### config.mk
export PLATFORM = sky130hd
export DESIGN_NAME = debug_controller
export DESIGN_NICKNAME = d
export VERILOG_FILES = /design/src/rtl/debug_controller.sv
export SDC_FILE = /design/constraint.sdc
export NUM_CORES = 1
export LEC_CHECK = 0
export BUFFER_PORTS_ARGS = -buffer_cell sky130_fd_sc_hd__buf_2
export CAP_MARGIN = 20
export CORE_UTILIZATION = 57
export CTS_CLUSTER_SIZE = 20
export DETAILED_ROUTE_END_ITERATION = 16
export PLACE_DENSITY = 0.92
export SLEW_MARGIN = 20
export SYNTH_ARGS = -nofsm -noshare
export SYNTH_HDL_FRONTEND = slang
export SYNTH_SLANG_ARGS = --single-unit
### constraint.sdc
create_clock -name clk -period 3.35 [get_ports clk]
set_input_delay 0 -clock clk [delete_from_list [all_inputs] [get_ports clk]]
set_output_delay 0 -clock clk [all_outputs]
set_load 0.01 [all_outputs]
### src/rtl/debug_controller.sv
// debug_controller: run-control and data-memory access controller for the
// 4-bit micro core. Gates core execution through cpu_en (halt, run, step,
// run-N, one program-address breakpoint) and, while the core is halted,
// lets the host read or write the 16x4 data memory through a command port.
module debug_controller #(
  parameter bit RESET_RUN = 1'b1
) (
  input  logic       clk,
  input  logic       reset,
  input  logic       cmd_valid,
  input  logic [2:0] cmd,
  input  logic [7:0] cmd_arg,
  output logic       cmd_ready,
  output logic       cmd_err,
  input  logic [7:0] pm_address,
  input  logic [3:0] cpu_dm_addr,
  input  logic [3:0] cpu_dm_data,
  input  logic       cpu_wren,
  input  logic [3:0] dm_q,
  output logic [3:0] dm_addr,
  output logic [3:0] dm_data,
  output logic       dm_wren,
  output logic       cpu_en,
  output logic       halted,
  output logic       bp_hit,
  output logic       rsp_valid,
  output logic [3:0] rsp_data
);

  localparam logic [2:0] S_HALTED   = 3'd0;
  localparam logic [2:0] S_RUNNING  = 3'd1;
  localparam logic [2:0] S_STEPPING = 3'd2;
  localparam logic [2:0] S_DM_RD    = 3'd3;
  localparam logic [2:0] S_DM_WR    = 3'd4;

  localparam logic [2:0] CMD_CLR_BP   = 3'd0;
  localparam logic [2:0] CMD_HALT     = 3'd1;
  localparam logic [2:0] CMD_RUN      = 3'd2;
  localparam logic [2:0] CMD_STEP     = 3'd3;
  localparam logic [2:0] CMD_RUN_N    = 3'd4;
  localparam logic [2:0] CMD_DM_READ  = 3'd5;
  localparam logic [2:0] CMD_DM_WRITE = 3'd6;
  localparam logic [2:0] CMD_SET_BP   = 3'd7;

  logic [2:0] state, state_n;
  logic [7:0] bp_addr, bp_addr_n;
  logic       bp_valid, bp_valid_n;
  logic [7:0] count, count_n;
  logic       skip, skip_n;
  logic [3:0] lat_addr, lat_addr_n;
  logic [3:0] lat_data, lat_data_n;
  logic       err_n, hit_n;

  logic active;
  logic bphit;
  logic accept;

  // Core may advance only while running/stepping and not parked on a breakpoint.
  // The skip flag masks the breakpoint for the first cycle after resuming, so
  // the instruction sitting at the breakpoint address executes on resume.
  assign active    = (state == S_RUNNING) || (state == S_STEPPING);
  assign bphit     = active & bp_valid & (pm_address == bp_addr) & ~skip;
  assign cpu_en    = active & ~bphit;
  assign halted    = ~active;
  assign cmd_ready = (state == S_HALTED) || active;
  assign accept    = cmd_valid & cmd_ready;

  // Data-memory port: the core owns it while enabled; otherwise the latched
  // host address/data drive it and only a host write may assert the enable.
  assign dm_addr = cpu_en ? cpu_dm_addr : lat_addr;
  assign dm_data = cpu_en ? cpu_dm_data : lat_data;
  assign dm_wren = cpu_en ? cpu_wren : (state == S_DM_WR);

  // Next-state and register-update decisions for one clock edge.
  always_comb begin
    // NOTE: every signal gets a default before any branch; a path that left
    // one unassigned would make synthesis infer a latch to hold it.
    state_n    = state;
    bp_addr_n  = bp_addr;
    bp_valid_n = bp_valid;
    count_n    = count;
    skip_n     = skip;
    lat_addr_n = lat_addr;
    lat_data_n = lat_data;
    err_n      = 1'b0;
    hit_n      = 1'b0;

    unique case (state)
      S_HALTED: begin
        if (accept) begin
          unique case (cmd)
            CMD_RUN: begin
              state_n = S_RUNNING;
              skip_n  = 1'b1;
            end
            CMD_STEP: begin
              state_n = S_STEPPING;
              count_n = 8'd1;
              skip_n  = 1'b1;
            end
            CMD_RUN_N: begin
              // A zero count is accepted silently and leaves the core halted.
              if (cmd_arg != 8'd0) begin
                state_n = S_STEPPING;
                count_n = cmd_arg;
                skip_n  = 1'b1;
              end
            end
            CMD_DM_READ: begin
              state_n    = S_DM_RD;
              lat_addr_n = cmd_arg[7:4];
            end
            CMD_DM_WRITE: begin
              state_n    = S_DM_WR;
              lat_addr_n = cmd_arg[7:4];
              lat_data_n = cmd_arg[3:0];
            end
            CMD_SET_BP: begin
              bp_addr_n  = cmd_arg;
              bp_valid_n = 1'b1;
            end
            CMD_CLR_BP: bp_valid_n = 1'b0;
            default: ;  // HALT while halted does nothing
          endcase
        end
      end

      S_RUNNING, S_STEPPING: begin
        skip_n = 1'b0;
        // The step count never wraps: the edge that consumes the last step halts.
        if ((state == S_STEPPING) && cpu_en) begin
          count_n = count - 8'd1;
          if (count == 8'd1) state_n = S_HALTED;
        end
        if (bphit) begin
          state_n = S_HALTED;
          hit_n   = 1'b1;
        end
        if (accept) begin
          unique case (cmd)
            CMD_HALT:   state_n = S_HALTED;
            CMD_SET_BP: begin
              bp_addr_n  = cmd_arg;
              bp_valid_n = 1'b1;
            end
            CMD_CLR_BP: bp_valid_n = 1'b0;
            default:    err_n = 1'b1;  // run/step/memory commands need a halted core
          endcase
        end
      end

      S_DM_RD, S_DM_WR: state_n = S_HALTED;

      default: state_n = S_HALTED;
    endcase
  end

  // Control registers; reset forces the configured run state immediately.
  always_ff @(posedge clk or posedge reset) begin
    // NOTE: sequential state uses non-blocking assignments so every register
    // samples the pre-edge values, independent of statement order.
    if (reset) begin
      state    <= RESET_RUN ? S_RUNNING : S_HALTED;
      bp_addr  <= 8'd0;
      bp_valid <= 1'b0;
      count    <= 8'd0;
      skip     <= 1'b1;
      lat_addr <= 4'd0;
      lat_data <= 4'd0;
      cmd_err  <= 1'b0;
      bp_hit   <= 1'b0;
    end else begin
      state    <= state_n;
      bp_addr  <= bp_addr_n;
      bp_valid <= bp_valid_n;
      count    <= count_n;
      skip     <= skip_n;
      lat_addr <= lat_addr_n;
      lat_data <= lat_data_n;
      cmd_err  <= err_n;
      bp_hit   <= hit_n;
    end
  end

  // Host read response: capture memory data at the edge closing the read cycle.
  always_ff @(posedge clk or posedge reset) begin
    if (reset) begin
      rsp_valid <= 1'b0;
      rsp_data  <= 4'd0;
    end else begin
      rsp_valid <= (state == S_DM_RD);
      if (state == S_DM_RD) rsp_data <= dm_q;
    end
  end

endmodule

==> results.md, run 1 <==
- Outcome: finished, final reports clean
- Final Skew: approximately 0.01 ns
- DRT iter0 DRCs: between 150 and 200
- Register bit count reported by yosys: 36
- Utilization after layout: 69.8%
- RSZ-0062 raised after global routing: false
- Biggest fanout along the worst timing path: 16
- Die X: ~64 um
- All-Layer GR Usage: 31.6%
- Post-Synthesis Mean Instance Area: between 10 and 15 um^2
- Buffers & Inverters on Critical Path: 2
- Final cycle utilization of the critical path: about four fifths
- HPWL reported at the end of detailed placement: between 3000 and 4000 um
- Cells along the critical path: xnor2_2 -> nor2_8 -> inv_2 -> a31oi_2 -> mux2_2 -> buf_2
- Synthesized instance count: between 150 and 200
- Combined area of all synthesized cells: approximately 2200 um^2
- Setup slack of the critical path after layout: roughly 0.72 ns
- Number of core rows: 22
- Pin slew with the least headroom to its limit: 0.719 ns
- Count of input and output buffers: between 50 and 60
- Final-stage net count: approximately 290
- Antenna violations before repair: 0
- Count of cell types in the netlist: 51
- Number of buffers created by CTS: 5
- Sequential area share after synthesis: 41.5%
- Final period demand of the worst path: 2.63 ns
- Worst-case setup slack after placement: ~1.1 ns
- Relative contribution of the clock network to total power: about 14%
- Req. time, crit path: between 3 and 4 ns
- Post-synth EDFFs: 0
- Clock tree root driver cell: sky130_fd_sc_hd__clkbuf_8
- Number of detailed-route iterations in the first pass: 4
- H-Tree Level Count: 2
- Most frequent cell after synthesis: sky130_fd_sc_hd__dfrtp_1
- Type of destination of the critical path: output pin
- Minimum setup slack among reg-to-reg paths: about 1.1 ns
- Critical Path Max Stage Delay: roughly 0.69 ns
- Final routed wirelength across all metal layers: just under 6000 um
- Height of the die: around 64 um
- Max Clk Rate: between 300 and 400 MHz
- Top Family by Delay on Critical Path: flip-flops
- PostCTS Resize Cnt: 0
- Clock slew at the register clock pins of the worst setup and hold paths: about 0.08 ns
- Count of max-cap constraint violations: 0
- Most common flop cell mapped by yosys: sky130_fd_sc_hd__dfrtp_1
- Slowest stage cell, crit path: sky130_fd_sc_hd__dfstp_2
- Overall die area: about 4100 um^2
- Worst slew margin relative to its limit: just over 50%
- Post-detailed-route DRC marker count: 0
- Power Total: approximately 0.0021 W
- Biggest area consumer among synthesized cells: sky130_fd_sc_hd__dfrtp_1
- Switching component of the power: approximately 0.0009 W
- Pins Over Slew Limit: 0
- Proportion of synthesized flip-flops having asynchronous set or reset: 100%
- Starting utilization of the core area: 59.4%
- N_diodes: 0
- Hold/Removal Path Class: primary input to flop
- Final hold violation count: 0
- Overflow after GRT: 0
- Part of the total power dissipated in sequential elements: a little under two fifths
- Area of the core region: between 3000 and 4000 um^2
- Via count of the first global-routing pass: approximately 1900
- Data arrival time of the critical path: about 2.6 ns
- Synth top cells by count: 34 x sky130_fd_sc_hd__dfrtp_1, 27 x sky130_fd_sc_hd__mux2_2, 13 x sky130_fd_sc_hd__a21oi_1
- First-pass GRT wire length: 9510 um
- CP startpoint kind: flop
- Power density over cell area: between 800 and 900 nW/um^2
- Top cells by area in the synthesized netlist: sky130_fd_sc_hd__dfrtp_1 39%, sky130_fd_sc_hd__mux2_2 14%, sky130_fd_sc_hd__xor2_1 3.6%
- Routability Congestion: between 0.9 and 1
- Maximum clock path buffer count: 2
- TritonCTS clock tree: yes
- Net switching fraction of the power: a little over two fifths
- Later-pin clock latency in the skew report: roughly 0.30 ns
- DR WL/cell: around 19 um
- Detail Route Antenna Nets: 0
- Per-cell via count in the routed design: around 6.4
- Worst setup path class: flop to output pin
- Count of boundary I/O pins: 54
- Share of layout cells above drive strength 1: around 43%
- Via total after detailed routing: approximately 1900
- Fill cell total of the finished layout: 225
- Combinational share of power: about half
- TNS Setup: 0 ns
- Total of endpoints with negative setup slack in the final report: 0
- Max rail drop VDD: about 530 uV
- Leak pwr: 1.14 nW
- Area growth, synth to finish: 17.4%
- Internal power: about 0.0012 W
- Total of warnings raised by yosys: 0
- Final cell count without fillers: 302
- Clock Sinks: 36
- Maximum number of pins on one net before global-route repair: 37
- Top cell type's share of synthesized area: 39.1%
- Number of cells after detailed placement: approximately 290
- Post-synthesis net count: between 200 and 250
==> power by group through the flow <==
stage / Clock, W / Combinational (W) / Sequential [W]
finish: 0.000303 / 0.00102 / 0.000775
global route: 0.000326 / 0.00109 / 0.000795
detailed placement: 0 / 0.000971 / 0.000769
CTS: 0.000296 / 0.000986 / 0.000763
global placement: 0 / 0.000929 / 0.000755
floorplan: 0 / 0.000779 / 0.000719
==> layer usage <==
layer | GRT usage, % | part of all wire, % | vias to the layer above
met5 | 0 | 0 | -
li1 | - | - | 836
met3 | 6.07 | 8.5 | 40
met1 | 37.9 | 37 | 913
met4 | 20.5 | 5.7 | 0
met2 | 51.9 | 49 | 152
==> stage by stage <==
stage	area (um^2)	hold slack [ns]
global placement	2410	0.121
finish	2550	0.0171
global route	2550	0.0238
floorplan	2170	0.150
detailed placement	2410	0.120
CTS	2540	0.0105
==> flip-flops by register name, indices dropped and copies added (netlist names) <==
register	flops
bp_addr	8
count	8
lat_addr	4
lat_data	4
rsp_data	4
state	3
bp_hit	1
bp_valid	1
cmd_err	1
rsp_valid	1
skip	1
==> cells in the final DEF (no fill, tap or decap), types with 2 or more instances in the layout <==
master / instances
sky130_fd_sc_hd__buf_2: 53
sky130_fd_sc_hd__dfrtp_1: 34
sky130_fd_sc_hd__mux2_2: 27
sky130_fd_sc_hd__a21oi_1: 13
sky130_fd_sc_hd__nand3_1: 12
sky130_fd_sc_hd__nor2_1: 12
sky130_fd_sc_hd__a31oi_1: 11
sky130_fd_sc_hd__xor2_1: 9
sky130_fd_sc_hd__nor3_1: 7
sky130_fd_sc_hd__nand2_1: 7
sky130_fd_sc_hd__dlygate4sd3_1: 7
sky130_fd_sc_hd__inv_1: 6
sky130_fd_sc_hd__clkbuf_8: 5
sky130_fd_sc_hd__nand4_1: 4
sky130_fd_sc_hd__o21ai_0: 3
sky130_fd_sc_hd__nor3b_2: 2
sky130_fd_sc_hd__xnor2_1: 2
sky130_fd_sc_hd__nor4_1: 2
sky130_fd_sc_hd__mux2_4: 2
sky130_fd_sc_hd__ha_1: 2
sky130_fd_sc_hd__dfstp_2: 2
==> area by class of cell <==
type	count	area (um^2)	share of cell area (%)
Inverter	7	26.3	1.03
Clock buffer	6	72.6	2.84
Sequential cell	36	903	35.4
Tap cell	48	60.1	2.35
Multi-Input combinational cell	143	1140	44.8
Timing Repair Buffer	61	343	13.4
Clock inverter	1	5.00	0.196
==> final timing paths <==
path                                          from                       to  cells past startpoint
max in group asynchronous                    reset         skip$_DFFE_PP1P_                      4
setup / recovery              state[0]$_DFFE_PP1P_               dm_addr[1]                      6
hold / removal                          cmd_arg[0]  lat_data[0]$_DFFE_PP0P_                      2
min in group asynchronous                    reset  rsp_data[3]$_DFFE_PP0P_                      4
setup reg to reg              state[0]$_DFFE_PP1P_     state[1]$_DFFE_PP0P_                      6
hold reg to reg            rsp_data[2]$_DFFE_PP0P_  rsp_data[2]$_DFFE_PP0P_                      1
==> cells by family after synthesis <==
kind of cell | count (synthesis) | synth area share, %
adders and majority gates | 2 | 1.15
muxes | 31 | 16.3
xor gates and xnor gates | 12 | 5.18
DFF | 36 | 41.5
buffers and inverters | 17 | 5.87
AOI/OAI and AO/OA | 36 | 10.8
and+or+nand+nor | 62 | 19.2
==> timing repair <==
action	CTS	global route
setup buffers	0	0
hold endpoints to repair	39	1
hold buffers	6	1
endpoints found under the setup margin	0	0
(Power assumes the default switching activity.)
==> inputs of run 2 (changes only) <==
CORE_UTILIZATION = 48   (was 57)
PLACE_DENSITY = 0.83   (was 0.92)
clock period = 2.3 ns   (was 3.35 ns; I/O delays follow)
==> run 2 against run 1 <==
  * Combinational power up 47%
  * Worst setup slack got worse by 0.63 ns
  * Flip-flop and latch count unchanged
  * Cell count grew 2.6%
  * Sequential share of layout area is 0.33 points lower
  * Clock power rose by 47%
  * Non-clock buffer count grew 3
  * Worst hold slack worse by 0.012 ns
  * First-iteration DRC count decreased by 42%
  * Total power up 45%
==> results.md, run 2 (synthesis results as in run 1) <==
- Outcome: finished, final reports clean
- Number of cells after detailed placement: 296 (+2.8%)
- Share of layout cells above drive strength 1: 44.2% (+1.7 points)
- Maximum number of pins on one net before global-route repair: 37 (unchanged)
- Slowest stage cell, crit path: sky130_fd_sc_hd__dfrtp_2
- Power density over cell area: 1180 nW/um^2 (+43%)
- TritonCTS clock tree: yes
- Final cycle utilization of the critical path: 95.8%
- Via total after detailed routing: 1783 (-8.1%)
- Final routed wirelength across all metal layers: 5200 um (-11%)
- Clock tree root driver cell: sky130_fd_sc_hd__clkbuf_8
- Worst slew margin relative to its limit: 66.8% (+15 points)
- Overflow after GRT: 0 (unchanged)
- Number of detailed-route iterations in the first pass: 4 (unchanged)
- Number of core rows: 24 (+9.1%)
- Cells along the critical path: xnor2_2 -> nor2_8 -> inv_2 -> a31oi_2 -> buf_4 -> mux2_2 -> buf_2
- Area of the core region: 4350 um^2 (+19%)
- Later-pin clock latency in the skew report: 0.30 ns (about the same)
- Max Clk Rate: 454 MHz
- Clock Sinks: 36 (unchanged)
- Starting utilization of the core area: 49.9% (-9.5 points)
- N_diodes: 0 (unchanged)
- Per-cell via count in the routed design: 5.75 (-11%)
- Final-stage net count: 294 (+1.0%)
- All-Layer GR Usage: 23.3% (-8.3 points)
- Critical Path Max Stage Delay: 0.50 ns (-0.19 ns)
- TNS Setup: 0 ns (unchanged)
- H-Tree Level Count: 2 (unchanged)
- Count of max-cap constraint violations: 0 (unchanged)
- Max rail drop VDD: 639 uV (+21%)
- Leading cell type in the layout, fill and taps excluded: sky130_fd_sc_hd__buf_2
- DR WL/cell: 16.8 um (-13%)
- CP startpoint kind: flop
- First-pass GRT wire length: 8700 um (-8.5%)
- Final hold violation count: 0 (unchanged)
- Via count of the first global-routing pass: 1718 (-9.4%)
- Registers with the highest flip-flop counts: bp_addr: 8 flops, count: 8 flops
- HPWL reported at the end of detailed placement: 3730 um (+0.15%)
- DRT iter0 DRCs: 105 (-42%)
- Detail Route Antenna Nets: 0 (unchanged)
- Clock slew at the register clock pins of the worst setup and hold paths: 0.07 ns (about the same)
- Data arrival time of the critical path: 2.20 ns (-0.43 ns)
- Overall die area: 4800 um^2 (+18%)
- Final Skew: 0.00928 ns (-0.000524 ns)
- Leak pwr: 1.16 nW (+1.4%)
- Number of buffers created by CTS: 5 (unchanged)
- Height of the die: 69.3 um (+8.7%)
- Count of input and output buffers: 53 (unchanged)
- Final period demand of the worst path: ~2.2 ns
- Total of endpoints with negative setup slack in the final report: 0 (unchanged)
- Req. time, crit path: 2.30 ns (-1.05 ns)
- Antenna violations before repair: 0 (unchanged)
- Routability Congestion: 0.899 (-2.0%)
- Hold/Removal Path Class: primary input to flop
- Worst setup path class: flop to output pin
- RSZ-0062 raised after global routing: false
- Area growth, synth to finish: 18.7%
- Biggest fanout along the worst timing path: 16 (unchanged)
- Final cell count without fillers: 310 (+2.6%)
- Leading cell types in the layout, fill and taps excluded: 53 x sky130_fd_sc_hd__buf_2, 33 x sky130_fd_sc_hd__dfrtp_1, 27 x sky130_fd_sc_hd__mux2_2
- Maximum clock path buffer count: 2 (unchanged)
- Post-detailed-route DRC marker count: 0 (unchanged)
- Pin slew with the least headroom to its limit: 0.496 ns (-0.223 ns)
- Die X: 69.3 um (+8.7%)
- Type of destination of the critical path: output pin
- Pins Over Slew Limit: 0 (unchanged)
- Count of boundary I/O pins: 54 (unchanged)
-- run 2: stage by stage --
step | hold slack [ns] | worst slack, ns | power (W) | instance area, um^2 | util (%)
CTS | 0.00250 | 0.0254 | 0.00302 | 2580 | 59.3
global placement | 0.120 | 0.368 | 0.00251 | 2440 | 56.1
floorplan | 0.150 | 0.516 | 0.00218 | 2170 | -
detailed placement | 0.130 | 0.301 | 0.00256 | 2440 | 56.1
finish | 0.00529 | 0.0973 | 0.00304 | 2580 | 59.3
global route | 0.0151 | 0.0190 | 0.00323 | 2580 | 59.3
-- run 2: worst paths after layout --
path,cells after the start,endpoint,start,slack (ns)
setup / recovery,7,dm_data[0],state[1]$_DFFE_PP0P_,0.1
hold / removal,2,bp_addr[3]$_DFFE_PP0P_,cmd_arg[3],0.005
setup reg to reg,5,count[1]$_DFFE_PP0P_,state[0]$_DFFE_PP1P_,0.33
hold reg to reg,1,lat_addr[0]$_DFFE_PP0P_,lat_addr[0]$_DFFE_PP0P_,0.51
max in group asynchronous,4,state[1]$_DFFE_PP0P_,reset,1.61
min in group asynchronous,4,lat_addr[1]$_DFFE_PP0P_,reset,0.35
-- run 2: area by class of cell --
cell class                 instances  area (um^2)
fill                             357         1770
timing repair buffer              64          360
clock inverter                     1         5.00
tap                               52         65.1
sequential                        36          905
clock buffer                       7         76.3
inverter                           7         26.3
multi-input combinational        143         1140
-- run 2: layer usage --
| metal | wire [um] | track usage [%] |
|---|---|---|
| met1 | 2200 | 30.2 |
| met2 | 2620 | 38.5 |
| met3 | 302 | 5.09 |
| met4 | 80 | 8.16 |
| met5 | 0 | 0 |
-- run 2: worst max-delay path, delay by kind of cell, from the launching register on --
family / cells / cell delay, ns
AOI/OAI and AO/OA: 1 / 0.16
xor gates and xnor gates: 1 / 0.23
buffers and inverters: 3 / 0.50
DFF: 1 / 0.50
muxes: 1 / 0.36
and+or+nand+nor: 1 / 0.16
-- run 2: where the power goes --
part / internal (W) / leakage, nW / switching [W]
logic: 0.000717 / 0.675 / 0.000782
clock network: 0.000213 / 0.0422 / 0.000232
registers: 0.000892 / 0.439 / 0.000200
-- run 2: what timing repair did --
item                                    CTS  global route
hold endpoints to repair                 38             0
setup buffers                             1             0
endpoints found under the setup margin    8             8
hold buffers                              5             0
resized for setup                         0             1
